## config.mk

```make
export PLATFORM = sky130hd
export DESIGN_NAME = spi_cmd_responder
export DESIGN_NICKNAME = d
export VERILOG_FILES = /design/src/rtl/spi_cmd_responder.sv
export SDC_FILE = /design/constraint.sdc
export NUM_CORES = 1
export LEC_CHECK = 0
export ABC_AREA = 1
export ABC_CLOCK_PERIOD_IN_PS = 3440
export CORE_ASPECT_RATIO = 0.6
export CORE_MARGIN = 2
export CORE_UTILIZATION = 45
export DETAILED_ROUTE_END_ITERATION = 8
export MAX_ROUTING_LAYER = met4
export PLACE_DENSITY = 0.7
export SYNTH_ARGS = -nofsm -noshare
export SYNTH_HDL_FRONTEND = slang
export SYNTH_SLANG_ARGS = --single-unit
export TNS_END_PERCENT = 5
```

## constraint.sdc

```tcl
create_clock -name sys_clk -period 3.44 [get_ports sys_clk]
set_clock_uncertainty 0.15 [all_clocks]
set_input_delay 0.688 -clock sys_clk [delete_from_list [all_inputs] [get_ports sys_clk]]
set_output_delay 0.688 -clock sys_clk [all_outputs]
set_load 0.02 [all_outputs]
```

## src/rtl/spi_cmd_responder.sv

```systemverilog
// Mode-3 SPI slave oversampled in the sys_clk domain: status byte out during the
// command byte, then RX delivery or TX FIFO streaming for the read command.
//
// state | meaning
// IDLE  | NSS high or frame not yet started; waiting for NSS fall
// CMD   | shifting the command byte, status byte goes out on MISO
// DATA  | data phase; bytes to rx_data, MISO from FIFO or dummy
module spi_cmd_responder #(
  parameter logic [7:0] READ_CMD    = 8'h01,
  parameter logic [7:0] DUMMY_BYTE  = 8'h00,
  parameter int         CNT_W       = 16,
  parameter int         SYNC_STAGES = 2
) (
  input  logic             sys_clk,
  input  logic             sys_nrst,
  input  logic             SCK,
  input  logic             NSS,
  input  logic             MOSI,
  output logic             MISO,
  input  logic [7:0]       status,
  output logic [7:0]       cmd,
  output logic             cmd_valid,
  output logic [7:0]       rx_data,
  output logic             rx_valid,
  input  logic [7:0]       tx_data,
  input  logic             tx_empty,
  output logic             tx_rd_en,
  output logic [CNT_W-1:0] byte_count,
  output logic             frame_end,
  output logic             frame_err,
  output logic             tx_underrun
);

  typedef enum logic [1:0] {IDLE, CMD, DATA} state_t;

  state_t state_q, state_d;

  logic [SYNC_STAGES:0]   sck_q;
  logic [SYNC_STAGES:0]   nss_q;
  logic [SYNC_STAGES-1:0] mosi_q;

  logic [7:0]       tx_shift_q, rx_shift_q, cmd_q, rx_data_q;
  logic [2:0]       bit_cnt_q;
  logic [CNT_W-1:0] byte_count_q;
  logic             miso_q, cmd_valid_q, rx_valid_q, tx_rd_en_q;
  logic             frame_end_q, frame_err_q, tx_underrun_q;

  logic       sck_rise, sck_fall, nss_rise, nss_fall, mosi_s;
  logic [7:0] rx_byte, done_cmd;

  assign sck_rise = sck_q[SYNC_STAGES-1] & ~sck_q[SYNC_STAGES];
  assign sck_fall = ~sck_q[SYNC_STAGES-1] & sck_q[SYNC_STAGES];
  assign nss_rise = nss_q[SYNC_STAGES-1] & ~nss_q[SYNC_STAGES];
  assign nss_fall = ~nss_q[SYNC_STAGES-1] & nss_q[SYNC_STAGES];
  assign mosi_s   = mosi_q[SYNC_STAGES-1];
  assign rx_byte  = {rx_shift_q[6:0], mosi_s};
  assign done_cmd = (state_q == CMD) ? rx_byte : cmd_q;

  always_ff @(posedge sys_clk or negedge sys_nrst) begin
    if (!sys_nrst) state_q <= IDLE;
    else           state_q <= state_d;
  end

  always_comb begin
    state_d = state_q;
    case (state_q)
      IDLE:    if (nss_fall) state_d = CMD;
      CMD: begin
        if (nss_rise)                          state_d = IDLE;
        else if (sck_rise && bit_cnt_q == 3'd7) state_d = DATA;
      end
      DATA:    if (nss_rise) state_d = IDLE;
      default: state_d = IDLE;
    endcase
  end

  // NSS chain resets low so a frame in progress at reset release is not
  // mistaken for a new one; only a fresh NSS fall starts a frame.
  always_ff @(posedge sys_clk or negedge sys_nrst) begin
    if (!sys_nrst) begin
      sck_q         <= '1;
      nss_q         <= '0;
      mosi_q        <= '0;
      tx_shift_q    <= '0;
      rx_shift_q    <= '0;
      cmd_q         <= '0;
      rx_data_q     <= '0;
      bit_cnt_q     <= '0;
      byte_count_q  <= '0;
      miso_q        <= 1'b0;
      cmd_valid_q   <= 1'b0;
      rx_valid_q    <= 1'b0;
      tx_rd_en_q    <= 1'b0;
      frame_end_q   <= 1'b0;
      frame_err_q   <= 1'b0;
      tx_underrun_q <= 1'b0;
    end else begin
      sck_q       <= {sck_q[SYNC_STAGES-1:0], SCK};
      nss_q       <= {nss_q[SYNC_STAGES-1:0], NSS};
      mosi_q      <= {mosi_q[SYNC_STAGES-2:0], MOSI};
      cmd_valid_q <= 1'b0;
      rx_valid_q  <= 1'b0;
      tx_rd_en_q  <= 1'b0;
      frame_end_q <= 1'b0;
      frame_err_q <= 1'b0;
      if (state_q == IDLE) begin
        if (nss_fall) begin
          tx_shift_q    <= status;
          bit_cnt_q     <= '0;
          byte_count_q  <= '0;
          tx_underrun_q <= 1'b0;
        end
      end else if (nss_rise) begin
        frame_end_q <= 1'b1;
        frame_err_q <= (bit_cnt_q != 3'd0);
        miso_q      <= 1'b0;
      end else begin
        if (sck_fall) begin
          miso_q     <= tx_shift_q[7];
          tx_shift_q <= {tx_shift_q[6:0], 1'b0};
        end
        if (sck_rise) begin
          rx_shift_q <= rx_byte;
          bit_cnt_q  <= bit_cnt_q + 3'd1;
          if (bit_cnt_q == 3'd7) begin
            if (state_q == CMD) begin
              cmd_q       <= rx_byte;
              cmd_valid_q <= 1'b1;
            end else begin
              rx_data_q  <= rx_byte;
              rx_valid_q <= 1'b1;
              if (byte_count_q != '1) byte_count_q <= byte_count_q + 1'b1;
            end
            if (done_cmd == READ_CMD && !tx_empty) begin
              tx_shift_q <= tx_data;
              tx_rd_en_q <= 1'b1;
            end else begin
              tx_shift_q <= DUMMY_BYTE;
              if (done_cmd == READ_CMD) tx_underrun_q <= 1'b1;
            end
          end
        end
      end
    end
  end

  assign MISO        = miso_q;
  assign cmd         = cmd_q;
  assign cmd_valid   = cmd_valid_q;
  assign rx_data     = rx_data_q;
  assign rx_valid    = rx_valid_q;
  assign tx_rd_en    = tx_rd_en_q;
  assign byte_count  = byte_count_q;
  assign frame_end   = frame_end_q;
  assign frame_err   = frame_err_q;
  assign tx_underrun = tx_underrun_q;

endmodule

```

==> out/qor.yml <==
status:
  status: "complete, no violations"
cts:
  cts_root_buf: "clkbuf_16"
  post_cts_buffers: 0
  numCtsBuffers: 9
  ctsHoldBuffers: 0
  clk_latency_ps: 330
  cts_tree: "done"
  htree_num_levels: 3
  clockBufferDepth: 2
  cts.clk_slew.worst_paths_ps: 50
  ctsResizeCount: 0
  numClockSinks: 67
synth:
  synthFlopType: "dfrtp_1"
  yosysMostFrequentCell: "nand2_1"
  synth_area_mm2: 0.00339
  synthTopCellsByCount: "nand2_1 (108), dfrtp_1 (64), nor2_1 (45)"
  synth_top_area_share_pct: 47.2
  ys_ff_latch: 67
  ys_seq_area_share_pct: 49.5
  synth_edf_count: 0
  yosys_warnings: 0
  synth-async-reset-ratio_pct: 100
  netlist_instances: 401
  yosysUniqueCellTypes: 37
  yosysTopAreaCell: "dfrtp_1"
  synth_area_leaders: "dfrtp_1 (47%), nand2_1 (12%), nor2_1 (5.0%)"
  syn_area_per_cell_um2: 8.46
  synthesis.nets: 427
setup_path:
  r2r_setup_slack_ps: 970
  cp_cell_sequence: "nor2_8, inv_6, nand2_8, nand2_8, inv_2, nor2_4, nand3_2, inv_2, nand3_1, o21ai_1"
  crit_path_start_kind: "register"
  path_max_fanout: 20
  reg2regPathDepth: 10
  timing.rr.end: "byte_count[1]"
  required_ps: 3540
  crit_type: "register to register"
  arrival_ps: 2570
  crit_end: "byte_count[1]"
  cp-startpoint: "state_q[0]"
  critPathMaxStageDelay_ps: 580
  reg2reg_from: "state_q[0]"
  critPathSlowestCell: "dfrtp_1"
  cp-end-kind: "register"
placement:
  dpl.hpwl_mm: 5.96
  io_buffers: 60
  gp_congestion: 0.966
  dpl-instance-area_mm2: 0.00408
power:
  power_frac_clock_pct: 36.5
  power_switching_w: 0.000719
  ir_drop_v: 0.000251
  power_density_mw_per_mm2: 530
  internal_power_w: 0.00159
  comb_power_share_pct: 20.7
  seqPwrFrac_pct: 42.9
  leakagePower_nw: 1.95
  switching_share_pct: 31.2
floorplanning:
  fp.dieH_um: 71.3
  start_util_pct: 46.5
  num_io_pins: 61
  die_area_mm2: 0.00827
  rows: 24
  die_width_um: 116
  coreArea_mm2: 0.00730
drt:
  wire_per_inst_um: 14.3
  num_vias: 2922
  drc: 0
  vias_per_cell: 5.08
  ant_nets: 0
  drtIter0Drc: 309
  drt_wl_total_mm: 8.23
  dr.pass1.iters: 5
sta:
  setup_viol: 0
  rsz0062_at_grt: "false"
  period_share_pct: 71.7
  fin_crit_ps: 2470
  hold_ws_ps: 201
  final_hold_viol_count: 0
  fmax_ghz: 0.405
  slew_violations: 0
  worstMarginPinSlew_ps: 1010
  relSlewSlack_pct: 33.0
  tns_ps: 0
grt:
  grt_usage_pct: 22.5
  first_global_vias: 2632
  grt_overflow_total: 0
  grt_first_pass_wirelength_mm: 13.7
  antenna_found_initial: 0
  grt_max_degree: 45
final_layout:
  num_antenna_cells: 0
  areaGrowthSynthToFinish_pct: 28.3
  finish.utilization_pct: 59.6
  stdcell_area_mm2: 0.00435
  drive_gt1_share_pct: 12.3
  nets: 492
job:
  cap_violations: 0
worst_hold_path:
  hold_class: "register to register"
  worstHoldStart: "mosi_q[0]"
-- cell families (layout without fill, tap and decap cells) --
| logic type | count (synthesis) | count (layout) | synth area share, % |
|---|---|---|---|
| compound gates | 56 | 56 | 9.63 |
| xor+xnor | 6 | 6 | 1.55 |
| fa+ha+maj | 4 | 4 | 1.48 |
| buf+inv | 45 | 115 | 6.05 |
| flops | 67 | 67 | 49.5 |
| mux | 6 | 6 | 1.99 |
| simple gates | 217 | 217 | 29.8 |
-- flip-flops by register name, indices dropped and copies added (netlist names) --
name and cells:
MISO 1, tx_underrun 1, sck_q 3, state_q 2, nss_q 3, frame_end 1
rx_data 8, frame_err 1, rx_shift_q 7, bit_cnt_q 3, tx_rd_en 1, cmd_valid 1
cmd 8, mosi_q 2, rx_valid 1, tx_shift_q 8, byte_count 16
-- how the worst min path moves through the flow --
stage,endpoint,slack [ps],cells after the start
detailed placement,mosi_q[1],190,0
floorplan,mosi_q[1],180,0
CTS,mosi_q[1],200,0
global placement,mosi_q[1],180,0
finish,mosi_q[1],200,0
global route,sck_q[1],210,0
-- layer usage --
metal  up-vias  share of wire (%)  global-route usage, %
met5         -                  0                      -
met1      1364                 56                   37.2
li1       1458                  -                      -
met2        92                 36                   25.5
met3         8                7.0                   6.60
met4         0               0.90                   6.08
-- placed cells by master, fill, tap and decap left out, types with 2 or more instances in the layout --
cell | netlist | final
clkdlybuf4s50_1 | 0 | 59
nand4_1 | 16 | 16
nand2_8 | 2 | 2
a31oi_1 | 7 | 7
dfstp_2 | 3 | 3
nor2_1 | 45 | 45
nor2_2 | 2 | 2
dfrtp_1 | 64 | 64
nand2_2 | 5 | 5
nor2_4 | 4 | 4
nand3_1 | 23 | 23
clkbuf_8 | 0 | 2
inv_1 | 31 | 31
ha_1 | 4 | 4
clkinv_2 | 0 | 3
xor2_1 | 5 | 5
o21ai_0 | 15 | 15
nand2_1 | 108 | 108
mux2_2 | 6 | 6
buf_4 | 2 | 3
o21ai_1 | 4 | 4
nor3_1 | 5 | 5
clkbuf_1 | 3 | 2
a31o_2 | 4 | 4
o21ai_2 | 5 | 5
inv_2 | 4 | 4
clkbuf_16 | 0 | 9
a21oi_1 | 19 | 19
-- final cells by class --
cell class              instances  area, um^2
well taps                     104         130
flip-flops and latches         67        1680
clock inverters                 3        15.0
repair buffers                 63         618
fillers                       641        2950
inverters                      36         140
multi-input cells             289        1510
clock buffers                  13         260
-- critical path, delay by kind of cell, from the launching register on --
kind	cells	cell delay, ps
and+or+nand+nor	6	980
buffers and inverters	3	600
DFF	1	580
AOI/OAI and AO/OA	1	80
-- per-stage QoR --
stage | setup slack [ps] | power (W) | cells
6_report | 972 | 0.00231 | 575
5_1_grt | 745 | 0.00243 | 575
4_1_cts | 983 | 0.00232 | 575
3_5_place_dp | 988 | 0.00147 | 559
3_3_place_gp | 1070 | 0.00146 | 559
2_1_floorplan | 1470 | 0.00130 | 401
-- power by group through the flow --
stage,registers [W],logic (W),clock network [W]
after floorplan,0.000987,0.000310,0
after global placement,0.000994,0.000461,0
after detailed placement,0.000996,0.000472,0
after CTS,0.000984,0.000476,0.000861
after global routing,0.00100,0.000533,0.000898
final,0.000988,0.000476,0.000841
Note: power is estimated with default switching activity, not from simulation.
